==> config.mk <==
export PLATFORM = sky130hd
export DESIGN_NAME = serial_subtractor
export DESIGN_NICKNAME = d
export VERILOG_FILES = /design/src/rtl/serial_subtractor.sv
export SDC_FILE = /design/constraint.sdc
export NUM_CORES = 1
export LEC_CHECK = 0
export BUFFER_PORTS_ARGS = -buffer_cell sky130_fd_sc_hd__buf_2
export CAP_MARGIN = 15
export CORE_ASPECT_RATIO = 0.75
export CORE_UTILIZATION = 51
export CTS_BUF_LIST = sky130_fd_sc_hd__clkbuf_4 sky130_fd_sc_hd__clkbuf_8
export CTS_CLUSTER_DIAMETER = 150
export DETAILED_ROUTE_END_ITERATION = 10
export PLACE_DENSITY_LB_ADDON = 0.2
export SLEW_MARGIN = 20
export SYNTH_ARGS = -nofsm -noshare
export SYNTH_HDL_FRONTEND = slang
export SYNTH_SLANG_ARGS = --single-unit
export TNS_END_PERCENT = 10
==> constraint.sdc <==
create_clock -name clk -period 1.18 [get_ports clk]
set_clock_uncertainty 0.1 [all_clocks]
set_input_delay 0 -clock clk [delete_from_list [all_inputs] [get_ports clk]]
set_output_delay 0 -clock clk [all_outputs]
set_load 0.05 [all_outputs]
==> src/rtl/serial_subtractor.sv <==
`default_nettype none
// ============================================================================
// Module   : serial_subtractor
// Brief    : Bit-serial unsigned a - b, LSB first, with start/busy/done handshake.
// Revision : 1.0
// ============================================================================
module serial_subtractor #(
  parameter int WIDTH = 8
) (
  input  logic             clk,
  input  logic             rst_n,
  input  logic             start,
  input  logic [WIDTH-1:0] a,
  input  logic [WIDTH-1:0] b,
  output logic             busy,
  output logic             done,
  output logic [WIDTH-1:0] diff,
  output logic             borrow_out
);

  localparam int               CNT_W    = (WIDTH > 1) ? $clog2(WIDTH) : 1;
  localparam logic [CNT_W-1:0] LAST_BIT = CNT_W'(WIDTH - 1);

  typedef enum logic [1:0] {
    IDLE  = 2'd0,
    SHIFT = 2'd1,
    DONE  = 2'd2
  } state_t;

  state_t           state;
  state_t           state_next;
  logic [WIDTH-1:0] a_sh;
  logic [WIDTH-1:0] b_sh;
  logic [WIDTH-1:0] work;
  logic [WIDTH-1:0] work_next;
  logic             brw;
  logic [CNT_W-1:0] cnt;
  logic             accept;
  logic             last_bit;
  logic             diff_bit;
  logic             brw_next;

  assign last_bit = (cnt == LAST_BIT);

  // Full-subtract of the current operand LSBs with the registered borrow.
  assign diff_bit  = a_sh[0] ^ b_sh[0] ^ brw;
  assign brw_next  = (~a_sh[0] & b_sh[0]) | (~(a_sh[0] ^ b_sh[0]) & brw);
  // Result bits enter from the MSB side so the LSB lands at bit 0 after WIDTH steps.
  assign work_next = (work >> 1) | (WIDTH'(diff_bit) << (WIDTH - 1));

  always_ff @(posedge clk) begin
    if (!rst_n) begin
      state <= IDLE;
    end else begin
      state <= state_next;
    end
  end

  always_comb begin
    state_next = state;
    busy       = 1'b0;
    done       = 1'b0;
    accept     = 1'b0;
    case (state)
      IDLE: begin
        if (start) begin
          accept     = 1'b1;
          state_next = SHIFT;
        end
      end
      SHIFT: begin
        busy = 1'b1;
        if (last_bit) begin
          state_next = DONE;
        end
      end
      DONE: begin
        done = 1'b1;
        if (start) begin
          accept     = 1'b1;
          state_next = SHIFT;
        end else begin
          state_next = IDLE;
        end
      end
      default: state_next = IDLE;
    endcase
  end

  // Working register keeps partial results private; diff/borrow_out load only at completion.
  always_ff @(posedge clk) begin
    if (!rst_n) begin
      a_sh       <= '0;
      b_sh       <= '0;
      work       <= '0;
      brw        <= 1'b0;
      cnt        <= '0;
      diff       <= '0;
      borrow_out <= 1'b0;
    end else if (accept) begin
      a_sh <= a;
      b_sh <= b;
      brw  <= 1'b0;
      cnt  <= '0;
    end else if (state == SHIFT) begin
      a_sh <= a_sh >> 1;
      b_sh <= b_sh >> 1;
      brw  <= brw_next;
      work <= work_next;
      cnt  <= cnt + CNT_W'(1);
      if (last_bit) begin
        diff       <= work_next;
        borrow_out <= brw_next;
      end
    end
  end

endmodule
`default_nettype wire

======== Word-level counts from Yosys, hierarchy flattened ========
Cells that the tools add are included.
operators by class
  div/mod/pow operators ................... 0
  bitwise logic cells ..................... 10
  multiply operators ...................... 0
  equality and inequality tests ........... 5
  shifts and indexed selects .............. 0
  add/sub/neg operators ................... 1
  mux-type cells .......................... 12
  reductions and logical operators ........ 7
  $lt $le $gt $ge ......................... 0
operator list
  operator                                       number
  2-to-1 mux 8 bit                               4
  OR 7 x 8 -> 8 bit                              1
  one-hot mux 2 bit (3 select lines)             1
  2-to-1 mux 1 bit                               5
  2-to-1 mux 2 bit                               2
  inequality test 2 bit, second input constant   2
  inverter 1 bit                                 4
  AND reduction 2 bit                            2
  OR reduction 2 bit                             2
  adder 3 x 1 -> 3 bit, second input constant    1
  == test 3 bit, second input constant           1
  AND reduction 3 bit                            1
  AND 1 bit                                      2
  == test 2 x 1 -> 1 bit, second input constant  1
  == test 2 bit, second input constant           1
  logical NOT 2 bit                              1
  nonzero test 2 bit                             1
  bitwise XOR 1 bit                              2
  OR 1 bit                                       1
storage, ports and cells
  bits in registers ....................... 39
  memory bits (writable) .................. 0
  bits in latches ......................... 0
  bits of input ports ..................... 19
  memories ................................ 0
  output and inout bits ................... 11
  logic and storage cells ................. 43
  ROM bits ................................ 0

======== Depth between registers and ports, before layout ========
  word-level depth ........................ 5
  gate-level depth with buffers ........... 6
  mapped depth without buffers ............ 5

======== Worst setup path before layout ========
Ideal clock, no wire load.
  path type ............................... register to register
  start point ............................. register cnt[0]
  end point ............................... register diff[3]
  period minus slack after synthesis ...... 1.298 ns
  arrival time ............................ 1.129 ns
  path buffers ............................ 0
  data required time ...................... 1.011 ns
  path slack .............................. -0.118 ns
  cell stages (with the launch flop) ...... 6
  setup time .............................. 0.069 ns
  cells stage by stage .................... dfxtp_1 > ha_1 > ha_1 > nand3b_1 > nand2_1 > a21oi_2
on the way
  cells in the longest elaborated chain, start to end .. 2
ends and longest elaborated chain
  item                           RTL line  text
  start, declared                37        logic [CNT_W-1:0] cnt;
  start signal, assigned         110       cnt <= cnt + CNT_W'(1);
  == test 3 bit                  43        assign last_bit = (cnt == LAST_BIT);
  AND reduction 3 bit (no line)  n/a
  end signal, assigned           112       diff <= work_next;
  end, declared                  17        output logic [WIDTH-1:0] diff,
Every way passes these cells.
A chain may end at the register's enable or synchronous reset.

======== Worst setup path after layout ========
  start point ............................. register a_sh[0]
  end point ............................... register diff[7]
on the way
  cells in the longest elaborated chain, start to end .. 3
ends and longest elaborated chain
  item                             RTL line  text
  start, declared                  32        logic [WIDTH-1:0] a_sh;
  start signal, assigned           106       a_sh <= a_sh >> 1;
  bitwise XOR 1 bit (2 in series)  46        assign diff_bit = a_sh[0] ^ b_sh[0] ^ brw;
  named net diff_bit               40        logic diff_bit;
  OR 7 x 8 -> 8 bit                49        assign work_next = (work >> 1) | (WIDTH'(diff_bit) << (WIDTH - 1));
The timed path passes the listed nets, and every way through them passes these cells.

==> metrics.md <==
| Metric | Value |
|---|---|
| Seq cells post-synth | 38 |
| Setup crit end kind | flop |
| Final Instance Area | 2250 um^2 |
| IO Pins | 30 |
| Mapped Cells | 180 |
| Crit share post-route | 105% |
| Initial antenna violation count | 0 |
| Worst r2r src | a_sh[0] |
| CP max FO | 2 |
| Cell chosen for the clock root | clkbuf_8 |
| Nets | 260 |
| Antenna cells | 0 |
| Hold_ws | ~0.093 ns |
| Max cap viols | 0 |
| Pin count of the biggest net entering global routing | 29 |
| Total power | 2.72 mW |
| Die Wd | between 60 and 70 um |
| Worst path required time | about 1.3 ns |
| LEAKAGE | 0.849 nW |
| Slew at the pin with the worst max-slew slack | 0.248 ns |
| RSZ-0062 raised after global routing | yes |
| Post-synth EDFFs | 0 |
| Critical path class | flop to flop |
| Most frequent cells in the layout | nand2_1 (47), dfxtp_1 (31), buf_2 (27) |
| Number of buffers created by CTS | 5 |
| Pwr Density | roughly 1200 nW/um^2 |
| Synth top area cells | dfxtp_1 (48%), nand2_1 (11%), nand3_2 (5.0%) |
| Drt drc | 0 |
| Status | complete, but fails checks |
| Sequential cell area fraction in the yosys report | roughly 48% |
| Vias per cell | approximately 5.4 |
| Max-slew headroom | 83.6% |
| Fin util | between 70 and 80% |
| Yosys top cell area share | a little under half |
| Synthesized cell area | approximately 1600 um^2 |
| Most used DFF post-synth | dfxtp_1 |
| Initial DRC count | 84 |
| First-pass GRT wire length | between 6000 and 7000 um |
| CTS tree | built |
| Vias in the first global route | 1,360 |
| Layout cells sized above 1 | a little over a third |
| CTS max path bufs | 2 |
| Critical Path AT | between 1 and 1.5 ns |
| Commonest non-fill, non-tap cell in the layout | nand2_1 |
| Core ar. | between 2000 and 3000 um^2 |
| DP Worst Slack | -0.149 ns |
| Die area | roughly 3400 um^2 |
| CTS clk-pin slew, worst paths | approximately 0.070 ns |
| First-pass iteration count of the detailed router | 4 |
| Failing checks | setup timing |
| # rows | 17 |
| Antenna Nets Post-Route | 0 |
| Sink Count | 38 |
| DRT Wirelength | 3710 um |
| Peak supply drop | roughly 0.8 mV |
| Total grt overflow | 0 |
| Global placement routability congestion | about 0.74 |
| Syn avg cell area | slightly below 9 um^2 |
| Synth area leader | dfxtp_1 |
| Dpl cell area | between 1500 and 2000 um^2 |
| Worst setup SP type | flop |
| Total Routing Usage GR | between 20% and 30% |
| Yosys warns | 0 |
| Starting Density | 54.0% |
| Vias | about 1,500 |
| CTS H-tree lvls | 2 |
| Detail Placement HPWL | approximately 2400 um |
| Setup ws final | -0.0647 ns |
| Post-synth ARST share | 0% |
| Final number of max-transition violations | 0 |
| Maximum clock rate | approximately 800 MHz |
| Final hold viol count | 0 |
| # setup viols final | 25 |
| Per-cell routed wire length | between 10 and 15 um |
| Setup crit start | a_sh[0] |
| HP Class | input port to flop |
| Die H | a little over 50 um |
| R2r setup slk | -0.06 ns |
| Reg2Reg Depth | 3 |
| Buffers added on ports | 29 |
| Net Count, Synth | ~200 |
| Worst-skew pair later-pin latency | approximately 0.28 ns |
| Reg2reg end | diff[7] |
| Yosys cell types | 32 |
| Minimum clock period | around 1.2 ns |
| Layout area overhead | 40.8% |
| Critical Path Sink | diff[7] |
==> sequential cells by signal, summed over array words and instances (netlist names) <==
name / flops
a_sh: 8
b_sh: 8
diff: 8
work: 7
cnt: 3
state: 2
borrow_out: 1
brw: 1
==> Yosys cell counts, types with 3 or more instances <==
cell type,n
nand2_1,48
dfxtp_1,38
a21oi_1,12
a31oi_1,11
a21oi_2,8
nand3_2,8
o21ai_1,6
buf_2,5
nor3_1,5
buf_6,4
nor2_1,4
o21ai_0,4
inv_1,3
==> layer usage <==
metal | up-vias | part of all wire [%] | track usage [%]
met5 | - | 0 | 0
met4 | 0 | 1.0 | 7.09
met3 | 5 | 5.5 | 7.05
met2 | 42 | 45 | 38.4
met1 | 695 | 49 | 35.9
li1 | 734 | - | -
==> per-stage QoR <==
stage,TNS [ns],cells
floorplan,-0.183,180
global placement,-2.36,247
detailed placement,-3.22,247
CTS,-0.730,275
global route,-2.82,275
finish,-0.802,275
==> final cells by class <==
class                      count  area, um^2
multi-input combinational    126         778
sequential                    38         769
fill                         225         709
timing repair buffer          63         547
clock buffer                   6        82.6
tap                           38        47.5
inverter                       4        22.5
==> power by group <==
part	internal, mW	switching, mW
clock	0.450	0.414
sequential	1.35	0.0399
combinational	0.246	0.229
total	2.04	0.683
==> how the worst min path moves through the flow <==
stage               startpoint  endpoint  slack [ns]  depth (start not counted)
global route             start   b_sh[5]        0.10                          4
finish                   start   b_sh[0]        0.09                          4
floorplan                 a[7]   a_sh[7]        0.04                          2
global placement          a[7]   a_sh[7]        0.15                          3
detailed placement        a[7]   a_sh[7]        0.15                          3
CTS                      start   b_sh[5]        0.08                          4
==> critical path, stage by stage (launching register included) <==
cell and delay, ns:
dfxtp_2 0.33, fa_1 0.56, nand3_2 0.07, a21oi_2 0.12
==> logic make-up (layout without fill, tap and decap cells) <==
family / Yosys count / count (layout) / share of synthesized area [%]
AOI/OAI and AO/OA: 48 / 48 / 19.2
adders and majority gates: 3 / 3 / 2.82
muxes: 1 / 1 / 0.627
xor gates and xnor gates: 1 / 1 / 0.549
and+or+nand+nor: 72 / 73 / 21.5
buffers and inverters: 17 / 73 / 7.68
DFF: 38 / 38 / 47.6
==> timing repair <==
item                                    4_1_cts  5_1_grt
hold buffers                                 17        0
setup buffers                                 4        0
endpoints found under the setup margin       40       38
hold endpoints to repair                     16        0
resized for setup                            17        5
pin swaps                                    10        9
cloned                                        1        0
(Power assumes the default switching activity.)
